## src/rtl/program_loader.sv

```systemverilog
// Boot-time loader: receives a word-count-prefixed program image over UART 8N1
// and writes it into instruction memory, holding the CPU stalled until done.
`timescale 1ns/1ps
module program_loader #(
    parameter int          CLKS_PER_BIT = 434,
    parameter logic [31:0] BASE_ADDR    = 32'h0000_0000,
    parameter int          MAX_WORDS    = 1024
) (
    input  logic        CLK,
    input  logic        RESET,
    input  logic        RX,
    output logic        WriteEnable,
    output logic [31:0] Address,
    output logic [31:0] WriteData,
    output logic        CPU_EN,
    output logic        Done,
    output logic        Error
);

    // state      | meaning
    // RX_IDLE    | line idle, waiting for a falling edge
    // RX_START   | confirming the start bit at mid-bit
    // RX_DATA    | sampling 8 data bits, LSB first
    // RX_STOP    | sampling the stop bit
    // LEN_LO     | waiting for word-count low byte
    // LEN_HI     | waiting for word-count high byte
    // BYTE0..3   | collecting the bytes of one instruction word
    // WRITE      | one-cycle instruction-memory write
    // DONE       | image loaded, CPU released (absorbing)
    // ERROR      | framing error or oversize image (absorbing)

    localparam int          CW    = $clog2(CLKS_PER_BIT);
    localparam logic [CW-1:0] FULL = CW'(CLKS_PER_BIT - 1);
    // Two cycles shorter than half a bit to absorb the synchronizer and edge-detect latency.
    localparam logic [CW-1:0] HALF = CW'(CLKS_PER_BIT / 2 - 2);
    localparam logic [31:0] MAX_W = 32'(MAX_WORDS);

    typedef enum logic [1:0] {RX_IDLE, RX_START, RX_DATA, RX_STOP} rx_state_t;
    typedef enum logic [3:0] {
        LEN_LO, LEN_HI, BYTE0, BYTE1, BYTE2, BYTE3, WRITE, DONE, ERROR
    } ld_state_t;

    logic          rx_meta, rx_sync, rx_prev;
    rx_state_t     rx_state, rx_next;
    logic [CW-1:0] bit_cnt;
    logic [2:0]    bit_idx;
    logic [7:0]    shift;
    logic          byte_valid, frame_err;
    logic          load_half, load_full, tick;

    ld_state_t     ld_state, ld_next;
    logic [7:0]    len_lo;
    logic [15:0]   len_word;
    logic [15:0]   words_left;
    logic [23:0]   word_buf;

    always_ff @(posedge CLK or negedge RESET) begin
        if (!RESET) begin
            rx_meta <= 1'b1;
            rx_sync <= 1'b1;
            rx_prev <= 1'b1;
        end else begin
            rx_meta <= RX;
            rx_sync <= rx_meta;
            rx_prev <= rx_sync;
        end
    end

    assign tick = (bit_cnt == '0);

    always_comb begin
        rx_next   = rx_state;
        load_half = 1'b0;
        load_full = 1'b0;
        case (rx_state)
            RX_IDLE: begin
                if (rx_prev && !rx_sync) begin
                    rx_next   = RX_START;
                    load_half = 1'b1;
                end
            end
            RX_START: begin
                if (tick) begin
                    if (!rx_sync) begin
                        rx_next   = RX_DATA;
                        load_full = 1'b1;
                    end else begin
                        rx_next = RX_IDLE;
                    end
                end
            end
            RX_DATA: begin
                if (tick) begin
                    load_full = 1'b1;
                    if (bit_idx == 3'd7) rx_next = RX_STOP;
                end
            end
            RX_STOP: begin
                if (tick) rx_next = RX_IDLE;
            end
            default: rx_next = RX_IDLE;
        endcase
    end

    always_ff @(posedge CLK or negedge RESET) begin
        if (!RESET) begin
            rx_state   <= RX_IDLE;
            bit_cnt    <= '0;
            bit_idx    <= '0;
            shift      <= '0;
            byte_valid <= 1'b0;
            frame_err  <= 1'b0;
        end else begin
            rx_state <= rx_next;
            if (load_half)     bit_cnt <= HALF;
            else if (load_full) bit_cnt <= FULL;
            else if (!tick)     bit_cnt <= bit_cnt - CW'(1);
            if (rx_state == RX_START)              bit_idx <= '0;
            else if (rx_state == RX_DATA && tick)  bit_idx <= bit_idx + 3'd1;
            if (rx_state == RX_DATA && tick) shift <= {rx_sync, shift[7:1]};
            byte_valid <= (rx_state == RX_STOP) && tick && rx_sync;
            frame_err  <= (rx_state == RX_STOP) && tick && !rx_sync;
        end
    end

    assign len_word = {shift, len_lo};

    always_comb begin
        ld_next = ld_state;
        case (ld_state)
            LEN_LO: if (byte_valid) ld_next = LEN_HI;
            LEN_HI: begin
                if (byte_valid) begin
                    if (len_word == 16'd0)               ld_next = DONE;
                    else if ({16'd0, len_word} > MAX_W)  ld_next = ERROR;
                    else                                 ld_next = BYTE0;
                end
            end
            BYTE0: if (byte_valid) ld_next = BYTE1;
            BYTE1: if (byte_valid) ld_next = BYTE2;
            BYTE2: if (byte_valid) ld_next = BYTE3;
            BYTE3: if (byte_valid) ld_next = WRITE;
            WRITE: ld_next = (words_left == 16'd1) ? DONE : BYTE0;
            DONE:  ld_next = DONE;
            ERROR: ld_next = ERROR;
            default: ld_next = ERROR;
        endcase
        if (frame_err && ld_state != DONE) ld_next = ERROR;
    end

    always_ff @(posedge CLK or negedge RESET) begin
        if (!RESET) begin
            ld_state   <= LEN_LO;
            len_lo     <= '0;
            words_left <= '0;
            word_buf   <= '0;
            WriteData  <= '0;
            Address    <= BASE_ADDR;
        end else begin
            ld_state <= ld_next;
            if (byte_valid) begin
                case (ld_state)
                    LEN_LO: len_lo <= shift;
                    LEN_HI: words_left <= len_word;
                    BYTE0:  word_buf[7:0]   <= shift;
                    BYTE1:  word_buf[15:8]  <= shift;
                    BYTE2:  word_buf[23:16] <= shift;
                    BYTE3:  WriteData <= {shift, word_buf};
                    default: ;
                endcase
            end
            if (ld_state == WRITE) begin
                Address    <= Address + 32'd4;
                words_left <= words_left - 16'd1;
            end
        end
    end

    assign WriteEnable = (ld_state == WRITE);
    assign Done        = (ld_state == DONE);
    assign CPU_EN      = (ld_state == DONE);
    assign Error       = (ld_state == ERROR);

endmodule

```

## config.mk

```make
export PLATFORM = sky130hd
export DESIGN_NAME = program_loader
export DESIGN_NICKNAME = d
export VERILOG_FILES = /design/src/rtl/program_loader.sv
export SDC_FILE = /design/constraint.sdc
export NUM_CORES = 1
export LEC_CHECK = 0
export CORE_AREA = 2 2 115 117
export DETAILED_ROUTE_END_ITERATION = 7
export DIE_AREA = 0 0 117 119
export GPL_TIMING_DRIVEN = 0
export PLACE_DENSITY = 0.8
export SLEW_MARGIN = 20
export SYNTH_ARGS = -nofsm -noshare
export SYNTH_HDL_FRONTEND = slang
export SYNTH_SLANG_ARGS = --single-unit
export TNS_END_PERCENT = 100
```

## constraint.sdc

```tcl
create_clock -name CLK -period 2.2 [get_ports CLK]
set_input_delay 0.22 -clock CLK [delete_from_list [all_inputs] [get_ports CLK]]
set_output_delay 0.22 -clock CLK [all_outputs]
set_load 0.1 [all_outputs]
```

# --- After elaboration in Yosys (flattened, before gate mapping) ---
# Cells that the tools add are included.
op_classes:
  n_mul: 0
  magnitude_cmp: 1
  div: 0
  muxes: 32
  n_shift: 0
  bitwise: 0
  n_eq_ne: 26
  n_reduce_logical: 22
  addsub: 4
op_table:
  columns: ["operator", "count"]
  rows:
  - ["2-to-1 mux 16 bit", 3]
  - ["2-to-1 mux 4 bit", 9]
  - ["adder 32 x 3 -> 32 bit, second input constant", 1]
  - ["case mux 4 bit (8 select lines)", 1]
  - ["2-to-1 mux 9 bit", 3]
  - ["inequality test 3 bit, second input constant", 7]
  - ["== test 16 x 1 -> 1 bit, second input constant", 1]
  - ["== test 4 x 3 -> 1 bit, second input constant", 4]
  - ["> comparator 16 x 11 -> 1 bit, second input constant", 1]
  - ["zero test 16 bit", 1]
  - ["subtractor 16 x 1 -> 16 bit, second input constant", 1]
  - ["2-to-1 mux 2 bit", 6]
  - ["AND reduction 2 bit", 6]
  - ["inequality test 2 bit, second input constant", 5]
  - ["zero test 9 bit", 1]
  - ["2-to-1 mux 3 bit", 3]
  - ["subtractor 9 x 1 -> 9 bit, second input constant", 1]
  - ["== test 4 x 2 -> 1 bit, second input constant", 2]
  - ["case mux 2 bit (4 select lines)", 1]
  - ["logical AND 1 bit", 6]
  - ["AND reduction 6 bit", 1]
  - ["nonzero test 2 bit", 3]
  - ["2-to-1 mux 1 bit", 5]
  - ["AND reduction 5 bit", 1]
  - ["other kinds (11)", 12]
word_totals:
  ram_bits: 0
  word_cells: 102
  latch_bits: 0
  reg_bits: 143
  out_inout_bits: 68
  inputBits: 3
  rom_bits: 0
  n_memories: 0

# --- Longest topological paths before layout ---
logic_depth:
  depth_word: 6
  mapped_depth: 8
  depth_no_buf: 6

# --- Worst setup path before layout ---
# No wires, ideal clock.
synth_path:
  path_type: "flip-flop to output port"
  start: "register ld_state[2]"
  end: "output Error"
  n_path_buf: 1
  required_time_ns: 1.980
  t_arrival_ns: 3.687
  setup_slack_ns: -1.707
  stages_incl_launch_ff: 3
  cell_sequence: "dfrtp_1 clkbuf_1 nor4b_1"
synth_via:
  elab_chain_len: 1
synth_rtl:
  columns: ["item", "line", "rtl"]
  rows:
  - ["start, declared", "51", "ld_state_t ld_state, ld_next;"]
  - ["start signal, assigned", "160", "ld_state <= ld_next;"]
  - ["== test 4 bit", "182", "assign Error = (ld_state == ERROR);"]
  - ["end, declared", "17", "output logic Error"]
# No other way between the ends.

==> flow_summary.yaml <==
final_layout:
  final.fill_count: 981
  num_antenna_cells: 0
  final_layout_size_suffix_gt1_share_pct: 25.04
  area_growth_syn_to_layout_pct: 27.42
  post-route-util_pct: 63.04
  final_cells: 819
  layout.nets: 643
  final_cell_area_sq_mm: 0.008117
power_and_ir_drop:
  power.density_mw_per_mm2: 808.9
  peakVddDrop_v: 0.0006803
  p_leak_nw: 4.015
  p_total_mw: 6.566
synth:
  syn_area_sq_mm: 0.006370
  synthCells: 542
  yosys.cell_types.count: 60
  postSynth.asyncResetShare_pct: 100.0
  syn_area_per_cell_sq_um: 11.75
  yosysWarnings: 0
  synthFlopType: "dfrtp_1"
  synth_edf_count: 0
  yosysTopAreaCellShare_pct: 54.21
  netlist.top_cell.by_area: "dfrtp_1"
  ys_seq_area_share_pct: 55.45
  synth_seq_cells: 141
  synth.most_common_cell: "dfrtp_1"
  synthTopCellsByCount: "dfrtp_1, mux2_2, nand2_1, nor2_1, xor2_1"
  synth_area_leaders: "dfrtp_1, mux2_2, xor2_1"
setup_path:
  cp_slowest_cell: "or3b_2"
  critPathMaxStageDelay_ns: 0.53
  cp_cell_sequence: "inv_1 > ha_1 > or3b_2 > o32ai_1 > a22oi_1 > mux2_1"
  reg2reg_depth: 6
  cp_num_cells: 6
  cp-end-kind: "flip-flop"
  cp_max_fo: 5
  critPathArrivalTime_ns: 2.48
  worstPathRequired_ns: 2.49
  cp_top_family: "simple AND/OR/NAND/NOR gates"
  start_kind: "flip-flop"
  r2r_start: "bit_cnt[0]"
  crit_start: "bit_cnt[0]"
  critPathKind: "flip-flop to flip-flop"
  crit_buf_inv: 1
  reg2reg_setup_slack_ns: 0.01
floorplanning:
  core_area_sq_mm: 0.01287
  std_cell_rows: 42
  initial_core_util_pct: 49.48
  die_x_microns: 117
  die_h_microns: 119
  die_area_sq_mm: 0.01392
  ios: 71
route:
  dr.pass1.iters: 5
  wl_per_cell_microns: 16.94
  ant_nets: 0
  drt_iter0_drc: 379
  wl_microns: 13870
  drcViolationCount: 0
  viasPerCell: 5.725
  vias: 4689
clock_network:
  clk_pin_slew_ns: 0.06
  cts_made_buffers: 17
  cts_tree: "built"
  cts_setup_buffers: 0
  insertion_delay_ns: 0.42
  htreeDepth: 4
  cts-root-buf: "clkbuf_16"
  cts_buffer_depth: 2
  cts_sinks: 141
global_routing:
  grt_max_degree: 85
  grt_first_pass_wirelength_microns: 23530
  track_usage_pct: 21.54
  first_global_vias: 4785
  antenna_found_initial: 0
  overflow: 0
timing:
  relSlewSlack_pct: 31.91
  worst_slew_pin_slew_ns: 1.020
  finClkSkew_ns: 0.01019
  fin_crit_ns: 2.189
  hold_violations: 0
  slew_violations: 0
  setup_violations: 0
  max_freq_mhz: 456.8
  fin_crit_sh_pct: 99.51
  setup_slack_ns: 0.01086
  fin_tns_setup_ns: 0
  rsz0062_at_grt: "true"
  whs_ns: 0.2124
placed_design:
  dpl_worst_slack_ns: -0.6872
  placed_cells: 788
  dpl-instance-area_sq_mm: 0.007331
  dpl.hpwl_microns: 9032
  gp_congestion: 0.8916
  numPortBuffers: 68
hold_path:
  min_path_cells: 1
  min_path_type: "primary input to flip-flop"
outcome:
  status: "complete, no violations"
job:
  drv_cap: 0
## cell type report
type                    instances  area (sq um)  area share, %
well taps                     176         220.2          2.713
inverters                      20         75.07         0.9249
clock buffers                  17         425.4          5.241
multi-input cells             355          2755          33.94
repair buffers                 70         711.9          8.771
flip-flops and latches        141          3542          43.64
plain buffers                  25         131.4          1.619
clock inverters                15         255.2          3.145
## worst reg2reg max path: stages, from the launching register on
cell and delay, ns:
dfrtp_1 0.38, inv_1 0.09, ha_1 0.20, or3b_2 0.53
o32ai_1 0.37, a22oi_1 0.16, mux2_1 0.34
## flip-flops by register name (all words and copies together), names as in the netlist, named ones only
register / flops
Address: 30
WriteData: 32
bit_cnt: 9
bit_idx: 3
byte_valid: 1
frame_err: 1
ld_state: 4
len_lo: 8
rx_meta: 1
rx_prev: 1
rx_state: 1
rx_sync: 1
shift: 8
word_buf: 24
words_left: 16
## report_power, final
group / internal, mW / leakage (nW) / switching [mW]
Combinational: 0.203 / 1.77 / 0.308
Sequential: 2.68 / 1.92 / 0.0787
Clock: 2.15 / 0.327 / 1.15
## logic make-up (layout without fill, tap and decap cells)
kind of cell / count (synthesis) / after routing / synth area share, %
and+or+nand+nor: 174 / 174 / 14.75
xor gates and xnor gates: 33 / 33 / 4.537
adders and majority gates: 10 / 10 / 1.964
AOI/OAI and AO/OA: 61 / 61 / 6.934
muxes: 75 / 75 / 13.22
buffers and inverters: 47 / 147 / 3.084
DFF: 141 / 141 / 55.45
other: 1 / 2 / 0.05887
## layer usage
metal | track usage, % | routed length (microns) | up-vias
met5 | 0 | 0 | -
met4 | 7.279 | 249 | 0
met3 | 5.852 | 752 | 36
met2 | 34.61 | 6917 | 167
met1 | 28.19 | 5951 | 2356
li1 | - | - | 2130
## repair_timing
item                       CTS  global route
hold endpoints to repair    80             0
pin swaps                    0             1
resized for setup           52            29
hold buffers                 1             0
setup endpoints to repair   57            74
## layout by cell type, fill, tap and decap left out, types with 4 or more instances in the layout
cell type        instances
and4_1                   4
o211ai_1                 4
nand4_1                  9
dlygate4sd2_1           21
buf_4                    5
clkbuf_2                 4
a221o_1                  4
o21ai_0                  8
inv_1                   19
dfrtp_2                  8
and3_1                   7
nor4_2                   7
nand2b_1                 5
buf_2                    6
nand3_1                 17
a211oi_1                 6
nor4_1                  11
xor2_1                  21
or4_4                    4
clkdlybuf4s50_1         36
inv_6                    4
nor2_1                  31
bufinv_16                6
xnor2_1                 12
clkbuf_1                 9
ha_1                    10
clkbuf_16               17
nor3_1                  16
dfrtp_1                130
dlymetal6s2s_1           6
mux2_2                  72
nand2_1                 35
a21oi_1                 12
## how the worst min path moves through the flow
stage / endpoint / slack [ns] / startpoint
after floorplan: Address[10] / -0.08 / RESET
final: rx_meta / 0.21 / RX
after global placement: rx_sync / 0.35 / rx_meta
after global routing: rx_meta / 0.21 / RX
after CTS: rx_meta / 0.20 / RX
after detailed placement: Address[5] / 0.26 / RESET
(Power assumes the default switching activity.)
